### src/rtl/ex_mem_bridge.sv
// ex_mem_bridge: turns the core's single-cycle execute-stage memory access
// into a registered request/grant/rvalid bus transaction. The pipeline is
// frozen through hold_o until the access completes.
// Optional feature: define EX_BRIDGE_TIMEOUT_EN to add a bus-wait watchdog
// that forces completion after TIMEOUT_CYC cycles and pulses err_o.
//
// Handshake contract: a request is accepted in the cycle m_req_o && m_gnt_i.
// m_we_o/m_addr_o/m_wdata_o are stable while m_req_o is high. A read response
// is accepted only in the cycle after grant or later (m_rvalid_i is ignored
// while the request is still being granted).
module ex_mem_bridge #(
  parameter int ADDR_W      = 32,
  parameter int DATA_W      = 32,
  parameter int TIMEOUT_CYC = 256
) (
  input  logic              clk,
  input  logic              rst,
  input  logic              ex_req_i,
  input  logic              ex_we_i,
  input  logic [ADDR_W-1:0] ex_addr_i,
  input  logic [DATA_W-1:0] ex_wdata_i,
  output logic [DATA_W-1:0] ex_rdata_o,
  output logic              hold_o,
  output logic              m_req_o,
  output logic              m_we_o,
  output logic [ADDR_W-1:0] m_addr_o,
  output logic [DATA_W-1:0] m_wdata_o,
  input  logic              m_gnt_i,
  input  logic              m_rvalid_i,
  input  logic [DATA_W-1:0] m_rdata_i,
  output logic              err_o,
  output logic [1:0]        dbg_state_o
);

  typedef enum logic [1:0] {
    S_IDLE = 2'd0,
    S_REQ  = 2'd1,
    S_RESP = 2'd2,
    S_DONE = 2'd3
  } state_t;

  state_t              r_state;
  state_t              w_next;
  logic                r_we;
  logic [ADDR_W-1:0]   r_addr;
  logic [DATA_W-1:0]   r_wdata;
  logic [DATA_W-1:0]   r_rdata;
  logic                w_hold;
  logic                w_cap_req;
  logic                w_cap_rd;
  logic                w_timeout;
  logic                w_wait_hit;

`ifdef EX_BRIDGE_TIMEOUT_EN
  localparam int CNT_W = (TIMEOUT_CYC > 2) ? $clog2(TIMEOUT_CYC) : 1;
  logic [CNT_W-1:0] r_cnt;
  logic             r_err;

  assign w_wait_hit = ((r_state == S_REQ) || (r_state == S_RESP)) &&
                      (r_cnt == CNT_W'(TIMEOUT_CYC - 1));

  // Wait counter: cleared when a request is launched, counts REQ/RESP cycles.
  always_ff @(posedge clk or posedge rst) begin
    if (rst) begin
      r_cnt <= '0;
    end else if (w_cap_req) begin
      r_cnt <= '0;
    end else if ((r_state == S_REQ) || (r_state == S_RESP)) begin
      r_cnt <= r_cnt + CNT_W'(1);
    end
  end

  // Error pulse is high exactly in the DONE cycle produced by a timeout.
  always_ff @(posedge clk or posedge rst) begin
    if (rst) begin
      r_err <= 1'b0;
    end else begin
      r_err <= w_timeout;
    end
  end

  assign err_o = r_err;
`else
  logic w_unused_cfg;
  assign w_unused_cfg = (TIMEOUT_CYC < 2);
  assign w_wait_hit   = 1'b0;
  assign err_o        = 1'b0;
`endif

  // Next-state and hold: hold is combinational in IDLE so the core freezes
  // in the very cycle it presents the access.
  always_comb begin
    w_next    = r_state;
    w_hold    = 1'b0;
    w_cap_req = 1'b0;
    w_cap_rd  = 1'b0;
    w_timeout = 1'b0;
    case (r_state)
      S_IDLE: begin
        w_hold = ex_req_i;
        if (ex_req_i) begin
          w_cap_req = 1'b1;
          w_next    = S_REQ;
        end
      end
      S_REQ: begin
        w_hold = 1'b1;
        if (m_gnt_i) begin
          w_next = r_we ? S_DONE : S_RESP;
        end
      end
      S_RESP: begin
        w_hold = 1'b1;
        if (m_rvalid_i) begin
          w_cap_rd = 1'b1;
          w_next   = S_DONE;
        end
      end
      S_DONE: begin
        // ex_req_i deliberately not sampled: the core still shows the same
        // instruction's request here and it must not be issued twice.
        w_next = S_IDLE;
      end
      default: w_next = S_IDLE;
    endcase
    // A normal completion in the final wait cycle wins over the watchdog.
    if (w_wait_hit && (w_next != S_DONE)) begin
      w_next    = S_DONE;
      w_timeout = 1'b1;
    end
  end

  // State register.
  always_ff @(posedge clk or posedge rst) begin
    if (rst) begin
      r_state <= S_IDLE;
    end else begin
      r_state <= w_next;
    end
  end

  // Request capture: bus-side fields are frozen from IDLE until grant.
  always_ff @(posedge clk or posedge rst) begin
    if (rst) begin
      r_we    <= 1'b0;
      r_addr  <= '0;
      r_wdata <= '0;
    end else if (w_cap_req) begin
      r_we    <= ex_we_i;
      r_addr  <= ex_addr_i;
      r_wdata <= ex_wdata_i;
    end
  end

  // Read data: updated only by a completed read (or zeroed by a read timeout).
  always_ff @(posedge clk or posedge rst) begin
    if (rst) begin
      r_rdata <= '0;
    end else if (w_cap_rd) begin
      r_rdata <= m_rdata_i;
    end else if (w_timeout && !r_we) begin
      r_rdata <= '0;
    end
  end

  assign m_req_o     = (r_state == S_REQ);
  assign m_we_o      = r_we;
  assign m_addr_o    = r_addr;
  assign m_wdata_o   = r_wdata;
  assign ex_rdata_o  = r_rdata;
  assign hold_o      = w_hold;
  assign dbg_state_o = r_state;

endmodule

### config.mk
export PLATFORM = sky130hd
export DESIGN_NAME = ex_mem_bridge
export DESIGN_NICKNAME = d
export VERILOG_FILES = /design/src/rtl/ex_mem_bridge.sv
export SDC_FILE = /design/constraint.sdc
export NUM_CORES = 1
export LEC_CHECK = 0
export BUFFER_PORTS_ARGS = -buffer_cell sky130_fd_sc_hd__buf_2
export CORE_UTILIZATION = 45
export CTS_CLUSTER_SIZE = 40
export DETAILED_ROUTE_END_ITERATION = 16
export PLACE_DENSITY = 0.79
export SYNTH_ARGS = -nofsm -noshare
export SYNTH_HDL_FRONTEND = slang
export SYNTH_SLANG_ARGS = --single-unit
export TNS_END_PERCENT = 1
### constraint.sdc
create_clock -name clk -period 3.85 [get_ports clk]
set_clock_uncertainty 0.05 [all_clocks]
set_input_delay 0.5775 -clock clk [delete_from_list [all_inputs] [get_ports clk]]
set_output_delay 0.5775 -clock clk [all_outputs]
set_load 0.05 [all_outputs]
==> impl_results.md, run 1 <==
- Post-layout minimum cycle time: 2.28 ns
- Largest net degree at the start of global routing: 68
- Placed Instances: approximately 530
- # rows: 34
- Post-synthesis simple-gate area fraction: 0.00871
- Reg clk slew, reported paths: approximately 0.09 ns
- Slowest CP cell: dfrtp_1
- Initial antenna violation count: 0
- Worst-Skew Late Latency: roughly 0.34 ns
- Mux cell area share after synthesis: 0.321
- Core area: 8680 um2
- Detailed Routing Iterations Pass 1: 4
- Max cap viols: 0
- DP Worst Slack: approximately 1.6 ns
- Post-synthesis cell area: 4020 um2
- Layout area overhead: 31.4%
- Worst EP arrival: 1.66 ns
- Final ANT Viol Nets: 0
- Sequential share of the synthesized area: 0.616
- Synth Area in Adders: 0.0187
- I/O pin count: 204
- Final TNS setup: 0 ns
- WL final: 8060 um
- Hold/Removal Path Class: primary input to asynchronous set/reset pin
- Via density: 4.61
- Clock root buffer master: clkbuf_8
- Die H: 96.5 um
- Gpl congestion: about 0.72
- Post-synthesis register bit count: 99
- Max Clk Rate: 438 MHz
- Final hold viol count: 0
- Critical path class: flip-flop to output pin
- Final slew viol count: 0
- Cell family with most CP delay: buffers and inverters
- Synth Area in Compound Gates: 0.00778
- Port Buf Inserts: slightly above 200
- Initial core utilization: 0.463
- Main combinational cell family by area after synthesis: multiplexers
- Final Non-Filler Cells: 547
- Total clock sinks: 99
- Via Count: 2,522
- Layout cell share with drive strength beyond 1: 0.729
- Die Area: 9320 um2
- Capturing point of the worst reg2reg path: m_addr_o[29]$_DFFE_PP0P_
- CTS buffer count: 9
- Grt total ovfl: 0
- Status: complete, no violations
- First-pass GRT wire length: 12,100 um
- Dpl hpwl: a little over 6000 um
- Hold buffer count at CTS: 0
- Gr usage total: 0.173
- Worst setup EP type: output pin
- Yosys warnings: 0
- Period utilization: 0.593
- Die W: slightly below 100 um
- CTS H-tree depth: 3
- Slew margin rel.: 0.253
- Slew @ Worst Pin: 1.12 ns
- Worst EP required: 3.22 ns
- Max incr delay on CP: between 0.4 and 0.5 ns
- Vias in the first global route: 2,452
- Reg2Reg Setup Slack: 1.57 ns
- # resized after CTS: 0
- Netlist cell types: 17
- Synthesized area per cell: between 15 and 20 um2
- Path depth of the worst reg2reg path: 4
- CP max FO: 5
- DR DRC count: 0
- Setup crit start kind: flip-flop
- Worst reg2reg startpoint: dbg_state_o[0]$_DFFE_PP0P_
- Routed WL per cell: 14.7 um
- Antenna diode count: 0
- CP Buf/Inv Count: 2
- Setup bufs post-CTS: 0
- DRT iter0 DRCs: 60
- CTS max path bufs: 2
- Synth Instances: around 230
- XOR/XNOR share of the synthesized area: 0
- Unrepaired setup endpoints after global routing: false
- Nets: around 540
- Setup-failing EPs final: 0
- Post-route setup slack: 1.57 ns
- Mapped Nets: 337
- CTS tree: done
- Crit-path cells: inv_1, ha_1, a21oi_1, nor2_1, buf_2
## kinds of logic after synthesis
kind of cell    count (synthesis)
flops                          99
compound gates                  4
buf+inv                        14
other cells                     1
simple gates                    7
mux                            98
fa+ha+maj                       6
## placed cells by master (no fill, tap or decap), drive strengths merged
master	instances
buf	205
dfrtp	99
mux2	98
clkbuf	11
ha	6
inv	5
nand2b	3
clkinv	3
nand2	2
a21oi	1
nor2	1
nand3	1
a211o	1
o2111ai	1
a2bb2oi	1
conb	1
## stage by stage
step	utilization	hold WS, ns	instance area, um2
6_report	0.609	0.333	5280
5_1_grt	0.609	0.377	5280
4_1_cts	0.609	0.357	5280
3_5_place_dp	0.588	0.438	5100
3_3_place_gp	0.588	0.431	5100
2_1_floorplan	-	0.676	4020
## routing by layer
| layer | wire, um | global-route usage |
|---|---|---|
| met5 | 0 | 0 |
| met4 | 145 | 0.0748 |
| met3 | 452 | 0.0336 |
| met2 | 4090 | 0.296 |
| met1 | 3370 | 0.213 |
## cells in the mapped netlist
| master | count | share of area |
|---|---|---|
| o2111ai_1 | 1 | 0.0022 |
| buf_6 | 6 | 0.017 |
| nand2_1 | 2 | 0.0019 |
| conb_1 | 1 | 0.00093 |
| nor2_1 | 1 | 0.00093 |
| nand3_1 | 1 | 0.0012 |
| a21oi_1 | 1 | 0.0012 |
| buf_4 | 1 | 0.0019 |
| a211o_1 | 1 | 0.0022 |
| buf_2 | 4 | 0.0050 |
| a2bb2oi_1 | 1 | 0.0022 |
| nand2b_1 | 3 | 0.0047 |
| dfrtp_1 | 99 | 0.62 |
| ha_1 | 6 | 0.019 |
| mux2_4 | 50 | 0.19 |
| mux2_2 | 48 | 0.13 |
| inv_1 | 3 | 0.0028 |
## final cells by class
| cell class | instances | area [um2] |
|---|---|---|
| Clock buffer | 11 | 141 |
| Multi-Input combinational cell | 116 | 1440 |
| Sequential cell | 99 | 2480 |
| Timing Repair Buffer | 205 | 1030 |
| Inverter | 3 | 13.8 |
| Tap cell | 108 | 135 |
| Fill cell | 730 | 3400 |
| Clock inverter | 5 | 36.3 |
## worst max path at each step
stage,start,to,slack [ns],cells after the start
3_3_place_gp,dbg_state_o[0]$_DFFE_PP0P_,m_addr_o[28]$_DFFE_PP0P_,1.67,4
6_report,dbg_state_o[0]$_DFFE_PP0P_,hold_o,1.57,5
3_5_place_dp,dbg_state_o[0]$_DFFE_PP0P_,m_addr_o[30]$_DFFE_PP0P_,1.58,4
4_1_cts,dbg_state_o[0]$_DFFE_PP0P_,hold_o,1.55,5
2_1_floorplan,rst,dbg_state_o[0]$_DFFE_PP0P_,0.63,1
5_1_grt,dbg_state_o[0]$_DFFE_PP0P_,hold_o,1.43,5
## registers in the layout, indices dropped and copies added, names as in the netlist
name         cells
m_wdata_o       32
m_addr_o        32
ex_rdata_o      32
dbg_state_o      2
m_we_o           1
Power of run 1 is not shown: default switching activity piles up to over one toggle a cycle in this logic, so the estimate is an artifact.
==> run 2, diff against run 1 <==
==> constraint.sdc (replaced) <==
create_clock -name clk -period 2.19 [get_ports clk]
set_clock_uncertainty 0.05 [all_clocks]
set_input_delay 0.3285 -clock clk [delete_from_list [all_inputs] [get_ports clk]]
set_output_delay 0.3285 -clock clk [all_outputs]
set_load 0.05 [all_outputs]
==> run 2 against run 1 <==
Net effect:
- utilization is 1.2 points higher
- final area rose by 2.0%
- wire length grew 2.7%
- critical path depth did not move
- sequential share of layout area shrank 0.94 points
- non-clock buffer count increased by 6
- hold slack worse by 0.18 ns
- global-route usage up 0.48 points
- sequential cell count is the same
- setup slack lost 1.4 ns
- critical endpoint unchanged
- largest cell class unchanged
==> impl_results.md, run 2 (same netlist as run 1, synthesis figures left out) <==
- Final hold viol count: 0
- Port Buf Inserts: 202
- Grt total ovfl: 0
- Total clock sinks: roughly 100
- Worst reg2reg startpoint: dbg_state_o[0]$_DFFE_PP0P_
- Via density: 4.69
- Slowest CP cell: dfrtp_1
- Layout cell share with drive strength beyond 1: 0.732
- Detailed Routing Iterations Pass 1: 4
- Slew @ Worst Pin: 0.535 ns
- CTS H-tree depth: 3
- Die H: just under 100 um
- Die W: between 90 and 100 um
- DRT iter0 DRCs: 36
- Worst-Skew Late Latency: 0.35 ns
- Gr usage total: 0.178
- Gpl congestion: about 0.7
- Initial core utilization: 0.463
- Commonest non-fill, non-tap cell in the layout: buf_2
- Final ANT Viol Nets: 0
- Via Count: 2,590
- # rows: 34
- Commonest non-fill, non-tap cells in the layout: 202 x buf_2, 99 x dfrtp_1, 50 x mux2_4
- Hold/Removal Path Class: primary input to flip-flop
- Smallest hold slack: 0.149 ns
- Slew margin rel.: 0.643
- Nets: around 550
- FILL cells: 702
- Multi-input gate area: 1440 um2
- Largest net degree at the start of global routing: 99
- Placed Instances: 536
- Die Area: 9320 um2
- Layout area overhead: 34.0%
- I/O pin count: 204
- Worst EP required: 1.81 ns
- Critical path class: flip-flop to output pin
- Worst setup EP type: output pin
- WL final: about 8300 um
- Dpl hpwl: approximately 6000 um
- Hold Startpoint: ex_addr_i[24]
- CP max FO: 5
- Setup-failing EPs final: 0
- Reg clk slew, reported paths: 0.10 ns
- Unrepaired setup endpoints after global routing: false
- Vias in the first global route: 2,583
- CTS tree: done
- Capturing point of the worst reg2reg path: m_addr_o[30]$_DFFE_PP0P_
- Core area: 8680 um2
- Worst EP arrival: ~1.7 ns
- Layout Utilization: 0.621
- Hold path endpoint: m_addr_o[24]$_DFFE_PP0P_
- # resized after CTS: 0
- Period utilization: 0.936
- Sequential cell area: 2480 um2
- Cell depth of the worst hold path: 2
- Final slew viol count: 0
- CTS buffer count: 9
- Post-layout minimum cycle time: about 2.0 ns
- Initial antenna violation count: 0
- Max Clk Rate: 488 MHz
- Setup crit start kind: flip-flop
- Final Non-Filler Cells: 552
- Max cap viols: 0
- First-pass GRT wire length: 12,400 um
- DR DRC count: 0
- CTS max path bufs: 2
- Crit-path cells: inv_1, ha_1, a21oi_1, nor2_1, buf_2
- Routed WL per cell: 15.0 um
- Clock root buffer master: clkbuf_8
- Path depth of the worst reg2reg path: 5
- Reg2Reg Setup Slack: 0.39 ns
- Antenna diode count: 0
- Status: complete, no violations
- Max incr delay on CP: 0.43 ns
==> run 2: cell types whose count changed in the layout (fill, tap and decap cells not counted), sizes merged <==
cell	previous run	this run
buf	205	210
bufinv	0	1
clkbuf	11	10
clkinv	3	2
clkinvlp	0	1
dlygate4sd3	0	1
inv	5	4
==> run 2: layer usage <==
metal  GRT usage  up-vias  wire [um]
li1            -     1210          -
met3      0.0618       10        589
met1       0.200     1256       3290
met5           0        -          0
met4      0.0600        0        142
met2       0.314      114       4260
==> run 2: final cells by class <==
type / count / area share
Clock inverter: 5 / 0.0114
Sequential cell: 99 / 0.460
Multi-Input combinational cell: 116 / 0.268
Timing Repair Buffer: 211 / 0.208
Clock buffer: 10 / 0.0255
Tap cell: 108 / 0.0251
Inverter: 3 / 0.00279
==> run 2: timing repair <==
item	4_1_cts	5_1_grt
hold buffers	1	0
setup buffers	0	0
endpoints found under the hold margin	1	0
==> run 2: worst max-delay path, delay by kind of cell, from the launching register on <==
family | cells | cell delay, ns
AO/OA/AOI/OAI | 1 | 0.10
AND/OR/NAND/NOR | 1 | 0.08
buffers and inverters | 2 | 0.43
flip-flops | 1 | 0.43
adder cells (fa/ha/maj) | 1 | 0.27
==> run 2: how the worst max path moves through the flow <==
| stage | from | slack, ns | to | depth (start not counted) |
|---|---|---|---|---|
| after detailed placement | dbg_state_o[0]$_DFFE_PP0P_ | 0.38 | m_wdata_o[24]$_DFFE_PP0P_ | 5 |
| final | dbg_state_o[0]$_DFFE_PP0P_ | 0.14 | hold_o | 5 |
| after global placement | dbg_state_o[0]$_DFFE_PP0P_ | 0.47 | m_addr_o[29]$_DFFE_PP0P_ | 5 |
| after CTS | dbg_state_o[0]$_DFFE_PP0P_ | 0.11 | hold_o | 5 |
| after global routing | dbg_state_o[1]$_DFFE_PP0P_ | 0.03 | hold_o | 5 |
| after floorplan | dbg_state_o[0]$_DFFE_PP0P_ | -0.05 | hold_o | 4 |
==> run 2: per-stage QoR <==
step                TNS [ns]  setup slack, ns  area, um2
floorplan            -0.0521          -0.0521       4020
global placement           0            0.471       5180
detailed placement         0            0.381       5180
CTS                        0            0.114       5390
global route               0           0.0281       5390
finish                     0            0.141       5390
Power of run 2 is left out for the same reason.
